===== config.mk =====
export PLATFORM = sky130hd
export DESIGN_NAME = uart_rx_cfg
export DESIGN_NICKNAME = d
export VERILOG_FILES = /design/src/rtl/uart_rx_cfg.sv
export SDC_FILE = /design/constraint.sdc
export NUM_CORES = 1
export LEC_CHECK = 0
export BUFFER_PORTS_ARGS = -buffer_cell sky130_fd_sc_hd__buf_2
export CAP_MARGIN = 30
export CELL_PAD_IN_SITES_DETAIL_PLACEMENT = 0
export CELL_PAD_IN_SITES_GLOBAL_PLACEMENT = 2
export CORE_MARGIN = 2
export CORE_UTILIZATION = 25
export DETAILED_ROUTE_END_ITERATION = 10
export PLACE_DENSITY_LB_ADDON = 0.1
export REMOVE_ABC_BUFFERS = 1
export SLEW_MARGIN = 20
export SYNTH_ARGS = -nofsm -noshare
export SYNTH_HDL_FRONTEND = slang
export SYNTH_SLANG_ARGS = --single-unit
export TNS_END_PERCENT = 20

===== constraint.sdc =====
create_clock -name clk -period 2.6 [get_ports clk]
set_input_delay 0.52 -clock clk [delete_from_list [all_inputs] [get_ports clk]]
set_output_delay 0.52 -clock clk [all_outputs]
set_load 0.1 [all_outputs]

===== src/rtl/uart_rx_cfg.sv =====
// uart_rx_cfg: parametrised UART receiver.
//   Configurable data width (LSB first), parity mode, stop-bit count and
//   oversampling ratio. The asynchronous rx line is brought in through a
//   2-FF synchroniser. The receiver rejects false starts and reports
//   parity/framing errors alongside each delivered word.
//   Optional build macro UART_RX_MAJORITY_EN: when defined, every bit
//   decision is the 2-of-3 majority of the synchronised line, sampled on
//   the ticks with cnt = D-2, D-1 and D. When undefined, a single sample
//   is taken on the decision tick. Frame timing, latency and ports are
//   the same in both builds.
module uart_rx_cfg #(
    parameter int NB_DATA      = 8,   // 5..9 data bits, LSB first
    parameter int NB_STOP_BITS = 1,   // 1 or 2
    parameter int PARITY_MODE  = 0,   // 0 = none, 1 = even, 2 = odd
    parameter int OVERSAMPLE   = 16   // ticks per bit, even, >= 8
) (
    input  logic               clk,
    input  logic               i_rst,
    input  logic               i_tick,
    input  logic               i_data,
    output logic [NB_DATA-1:0] o_data,
    output logic               o_rxdone,
    output logic               o_parity_err,
    output logic               o_frame_err,
    output logic               o_busy
);

    localparam int CW = $clog2(OVERSAMPLE);
    localparam int BW = 4;

    // Decision points: middle of the start bit counted from the detected
    // falling edge, then one full bit period for every later bit.
    localparam logic [CW-1:0] START_MID = CW'(OVERSAMPLE / 2 - 1);
    localparam logic [CW-1:0] BIT_MID   = CW'(OVERSAMPLE - 1);
    localparam logic [BW-1:0] LAST_DATA = BW'(NB_DATA - 1);
    localparam logic [BW-1:0] LAST_STOP = BW'(NB_STOP_BITS - 1);

    typedef enum logic [2:0] {
        IDLE,
        START,
        DATA,
        PARITY,
        STOP
    } state_t;

    state_t              state_reg, state_next;
    logic [CW-1:0]       cnt_reg, cnt_next;
    logic [BW-1:0]       bitcnt_reg, bitcnt_next;
    logic [NB_DATA-1:0]  shift_reg, shift_next;
    logic                par_err_reg, par_err_next;
    logic                frame_err_reg, frame_err_next;
    logic [NB_DATA-1:0]  data_out_reg, data_out_next;
    logic                rxdone_reg, rxdone_next;
    logic                par_out_reg, par_out_next;
    logic                frame_out_reg, frame_out_next;
    logic [1:0]          sync_reg;
    logic                rxs;
    logic                bit_val;
    logic                par_expected;
    logic                frame_now;

    // Two-flop synchroniser for the asynchronous rx pin; idles high.
    always_ff @(posedge clk) begin
        if (i_rst) begin
            sync_reg <= 2'b11;
        end else begin
            sync_reg <= {sync_reg[0], i_data};
        end
    end

    assign rxs = sync_reg[1];

`ifdef UART_RX_MAJORITY_EN
    logic [1:0] hist_reg;

    // Keep the two previous tick samples so that, on the decision tick,
    // hist_reg holds the samples from cnt = D-2 and cnt = D-1.
    always_ff @(posedge clk) begin
        if (i_rst) begin
            hist_reg <= 2'b11;
        end else if (i_tick && (state_reg != IDLE)) begin
            hist_reg <= {hist_reg[0], rxs};
        end
    end

    assign bit_val = (hist_reg[1] & hist_reg[0]) |
                     (hist_reg[1] & rxs) |
                     (hist_reg[0] & rxs);
`else
    assign bit_val = rxs;
`endif

    // Parity bit the transmitter should have sent for the assembled word.
    assign par_expected = (PARITY_MODE == 1) ? (^shift_reg) : (~^shift_reg);

    // Framing status including the stop bit being decided right now.
    assign frame_now = frame_err_reg | ~bit_val;

    // State and datapath registers.
    always_ff @(posedge clk) begin
        if (i_rst) begin
            state_reg     <= IDLE;
            cnt_reg       <= '0;
            bitcnt_reg    <= '0;
            shift_reg     <= '0;
            par_err_reg   <= 1'b0;
            frame_err_reg <= 1'b0;
            data_out_reg  <= '0;
            rxdone_reg    <= 1'b0;
            par_out_reg   <= 1'b0;
            frame_out_reg <= 1'b0;
        end else begin
            state_reg     <= state_next;
            cnt_reg       <= cnt_next;
            bitcnt_reg    <= bitcnt_next;
            shift_reg     <= shift_next;
            par_err_reg   <= par_err_next;
            frame_err_reg <= frame_err_next;
            data_out_reg  <= data_out_next;
            rxdone_reg    <= rxdone_next;
            par_out_reg   <= par_out_next;
            frame_out_reg <= frame_out_next;
        end
    end

    // Next-state logic: bit sequencing, sampling and frame delivery.
    always_comb begin
        state_next     = state_reg;
        cnt_next       = cnt_reg;
        bitcnt_next    = bitcnt_reg;
        shift_next     = shift_reg;
        par_err_next   = par_err_reg;
        frame_err_next = frame_err_reg;
        data_out_next  = data_out_reg;
        rxdone_next    = 1'b0;
        par_out_next   = par_out_reg;
        frame_out_next = frame_out_reg;

        case (state_reg)
            IDLE: begin
                // Edge detection needs no tick; error accumulators start fresh.
                if (!rxs) begin
                    state_next     = START;
                    cnt_next       = '0;
                    bitcnt_next    = '0;
                    par_err_next   = 1'b0;
                    frame_err_next = 1'b0;
                end
            end

            START: begin
                if (i_tick) begin
                    if (cnt_reg == START_MID) begin
                        cnt_next    = '0;
                        bitcnt_next = '0;
                        if (bit_val) begin
                            // Line went back high: a glitch, not a frame.
                            state_next = IDLE;
                        end else begin
                            state_next = DATA;
                        end
                    end else begin
                        cnt_next = cnt_reg + 1'b1;
                    end
                end
            end

            DATA: begin
                if (i_tick) begin
                    if (cnt_reg == BIT_MID) begin
                        shift_next = {bit_val, shift_reg[NB_DATA-1:1]};
                        cnt_next   = '0;
                        if (bitcnt_reg == LAST_DATA) begin
                            bitcnt_next = '0;
                            state_next  = (PARITY_MODE != 0) ? PARITY : STOP;
                        end else begin
                            bitcnt_next = bitcnt_reg + 1'b1;
                        end
                    end else begin
                        cnt_next = cnt_reg + 1'b1;
                    end
                end
            end

            PARITY: begin
                if (i_tick) begin
                    if (cnt_reg == BIT_MID) begin
                        par_err_next = (bit_val != par_expected);
                        cnt_next     = '0;
                        bitcnt_next  = '0;
                        state_next   = STOP;
                    end else begin
                        cnt_next = cnt_reg + 1'b1;
                    end
                end
            end

            STOP: begin
                if (i_tick) begin
                    if (cnt_reg == BIT_MID) begin
                        cnt_next       = '0;
                        frame_err_next = frame_now;
                        if (bitcnt_reg == LAST_STOP) begin
                            // Leave at mid-stop so a following start edge is caught.
                            bitcnt_next    = '0;
                            state_next     = IDLE;
                            rxdone_next    = 1'b1;
                            data_out_next  = shift_reg;
                            par_out_next   = par_err_reg;
                            frame_out_next = frame_now;
                        end else begin
                            bitcnt_next = bitcnt_reg + 1'b1;
                        end
                    end else begin
                        cnt_next = cnt_reg + 1'b1;
                    end
                end
            end

            default: begin
                state_next = IDLE;
            end
        endcase
    end

    assign o_data       = data_out_reg;
    assign o_rxdone     = rxdone_reg;
    assign o_parity_err = par_out_reg;
    assign o_frame_err  = frame_out_reg;
    assign o_busy       = (state_reg != IDLE);

endmodule


==> reports/qor.csv <==
stage,metric,value,unit
final_layout,fin nets,206,
sta,post-layout min period,2.061,ns
sta,fmax,485.1,MHz
routing,Post-DRT Antenna Nets,0,
floorplan,DIE HEIGHT,85.86,um
grt,largest net degree at the start of global routing,36,
floorplan,Chip Width,85.86,um
run_status,status,"finished, violations left",
pwr,VDD IR max,0.2075,mV
final_layout,Antenna Cells,0,
clock_tree,Worst-Skew Late Latency,0.29,ns
worst_setup_path,CP Launch Type,register,
pwr,Comb pwr share,5.2,%
sta,final setup TNS,0,ns
clock_tree,clk slew on worst S/H paths,0.07,ns
floorplan,starting density of the core,26.09,%
flow_run,max_cap viols,0,
final_layout,Finished Layout Cells,277,
pwr,Net Switching,0.0002503,W
placement,placed insts,269,
routing,vias,1344,
sta,unrepaired setup endpoints after global routing,no,
routing,DR vias/cell,4.852,
routing,WL per Instance,13.86,um
pwr,sw frac,25.00,%
grt,grt total ovfl,0,
placement,routability congestion estimate,0.7733,
yosys,Synth cell types,45,
worst_setup_path,CP max FO,16,
clock_tree,Post-CTS Setup Bufs,0,
yosys,Synth Flop Type,dfxtp_1,
pwr,Seq pwr share,52.7,%
sta,worst rel slew slack,55.56,%
pwr,Int Power,0.0007509,W
yosys,"EDFF count, synth",0,
pwr,Cell Pwr Density,524.7,nW/um^2
worst_setup_path,CP arrival,1.54,ns
floorplan,Row Count,29,
worst_setup_path,Crit Path Category,register to output pin,
clock_tree,post-cts resize count,0,
clock_tree,Sink Count,34,
yosys,Synthesis Warnings,0,
yosys,sequential fraction of the synthesis area,40.63,%
grt,GRT Util Overall,11.53,%
clock_tree,CTS Hold Bufs,0,
worst_setup_path,Worst Path Required,2.08,ns
yosys,register bit total from synthesis,34,
clock_tree,CTS H-Tree Depth,2,
sta,final hold viol count,0,
yosys,Syn Area/Cell,9.056,um^2
clock_tree,CTS Buffer Depth,2,
grt,global-route wire length before repair,6610,um
routing,DRT Pass-1 Iters,7,
pwr,Pleak,0.7492,nW
floorplan,Placeable Area,6422,um^2
hold_path,worst hold path type,input port to register,
yosys,Async SR Flop Fraction,0,%
sta,final period utilization,79.28,%
yosys,cells after synthesis,185,
placement,hpwl dp,2690,um
worst_setup_path,crit end category,output pin,
sta,skew final,0.004150,ns
pwr,Clk pwr share,42.1,%
clock_tree,Inserted Clock Buffers,5,
final_layout,area grow syn2layout,13.89,%
routing,final wirelength,3840,um
sta,"Slew Viols, Final",0,
final_layout,layout cell share with drive strength beyond 1,16.50,%
routing,initial drt markers,77,
run_status,failing checks,design-rule violations,
placement,dpl ws,0.5733,ns
placement,Buffers on Ports,15,
sta,Tightest Pin Transition,0.6609,ns
sta,final count of negative-setup-slack endpoints,0,
floorplan,DIE AREA,7372,um^2
yosys,mapped cell area,1675,um^2
grt,initial antenna violation count,0,
clock_tree,CTS tree,built,
floorplan,IO Count,16,
clock_tree,clk root buf,clkbuf_8,
sta,setup ws final,0.5387,ns
grt,vias in the first global route,1393,
routing,# DRC,1,
-- worst paths after layout --
| check | startpoint | end | slack [ns] | cells past startpoint |
|---|---|---|---|---|
| min reg2reg | sync_reg[0]$_SDFF_PP1_ | sync_reg[1]$_SDFF_PP1_ | 0.42 | 1 |
| max | state_reg[2]$_SDFFE_PP0P_ | o_busy | 0.54 | 2 |
| min | i_data | sync_reg[0]$_SDFF_PP1_ | 0.41 | 2 |
| max reg2reg | bitcnt_reg[0]$_SDFFE_PP0P_ | state_reg[1]$_SDFFE_PP0P_ | 0.57 | 7 |
-- metal layers --
layer  vias up  track usage, %  share of wire [%]
met3         7           2.887                2.8
li1        682               -                  -
met5         -               0                  0
met4         0           5.339                1.7
met2        15           17.76                 46
met1       640           15.09                 49
-- cells in the mapped netlist, drive strengths merged (2+ instances only) --
cell type	count	area (um^2)
a21oi	14	70.07
ha	3	37.54
xor2	2	17.52
nand4	4	25.02
o31ai	3	22.52
inv	4	15.01
nand2	8	30.03
buf	4	22.52
nand3b	2	15.01
nor3b	3	38.79
xnor2	7	61.31
dfxtp	34	680.7
or3	3	18.77
nand3	5	25.02
and2	2	12.51
a31oi	2	12.51
nor2	27	101.4
or4	2	15.01
o21ai	10	50.04
mux2i	18	180.2
nor2b	3	18.77
clkbuf	5	18.77
or2	3	18.77
-- power by group through the flow --
stage	Combinational (W)	Sequential [W]	Clock, W
after floorplan	0.0000324	0.000539	0
after global placement	0.0000529	0.000540	0
after detailed placement	0.0000526	0.000540	0
after global routing	0.0000575	0.000528	0.000465
after CTS	0.0000527	0.000528	0.000440
final	0.0000520	0.000528	0.000421
-- per-stage QoR --
| step | hold WS (ns) | power [W] | cell area (um^2) | utilization, % |
|---|---|---|---|---|
| 5_1_grt | 0.4114 | 0.001051 | 1908 | 29.71 |
| 2_1_floorplan | 0.3895 | 0.0005710 | 1634 | - |
| 6_report | 0.4103 | 0.001001 | 1908 | 29.71 |
| 4_1_cts | 0.4019 | 0.001020 | 1908 | 29.71 |
| 3_5_place_dp | 0.3959 | 0.0005925 | 1813 | 28.23 |
| 3_3_place_gp | 0.3991 | 0.0005929 | 1813 | 28.23 |
-- final cells by class --
type / instances / area [um^2]
Clock buffer: 6 / 82.58
Clock inverter: 2 / 12.51
Fill cell: 682 / 4514
Inverter: 4 / 15.01
Multi-Input combinational cell: 138 / 938.4
Sequential cell: 34 / 680.7
Tap cell: 77 / 96.34
Timing Repair Buffer: 16 / 82.58
-- logic make-up (layout without fill, tap and decap cells) --
kind of cell	count (synthesis)	count (layout)	share of synthesized area, %
AO/OA/AOI/OAI	39	39	15.38
XOR/XNOR	9	9	4.705
adder cells (fa/ha/maj)	3	3	2.241
buffers and inverters	13	28	3.360
flip-flops	34	34	40.63
multiplexers	19	19	11.43
AND/OR/NAND/NOR	68	68	22.26
-- critical path, stage by stage (launching register included) --
cell	delay (ns)
dfxtp_1	0.64
or3_1	0.18
buf_2	0.42
-- cells in the final DEF, fill, tap and decap left out, types with 3 or more instances in the layout --
cell      count
dfxtp_1      34
nor2_1       27
mux2i_1      18
buf_2        15
a21oi_1      14
o21ai_0       9
nand2_1       8
xnor2_1       7
clkbuf_8      6
nand3_1       5
inv_1         4
nand4_1       4
or3_1         3
nor2b_1       3
o31ai_1       3
ha_1          3
(Power assumes the default switching activity.)
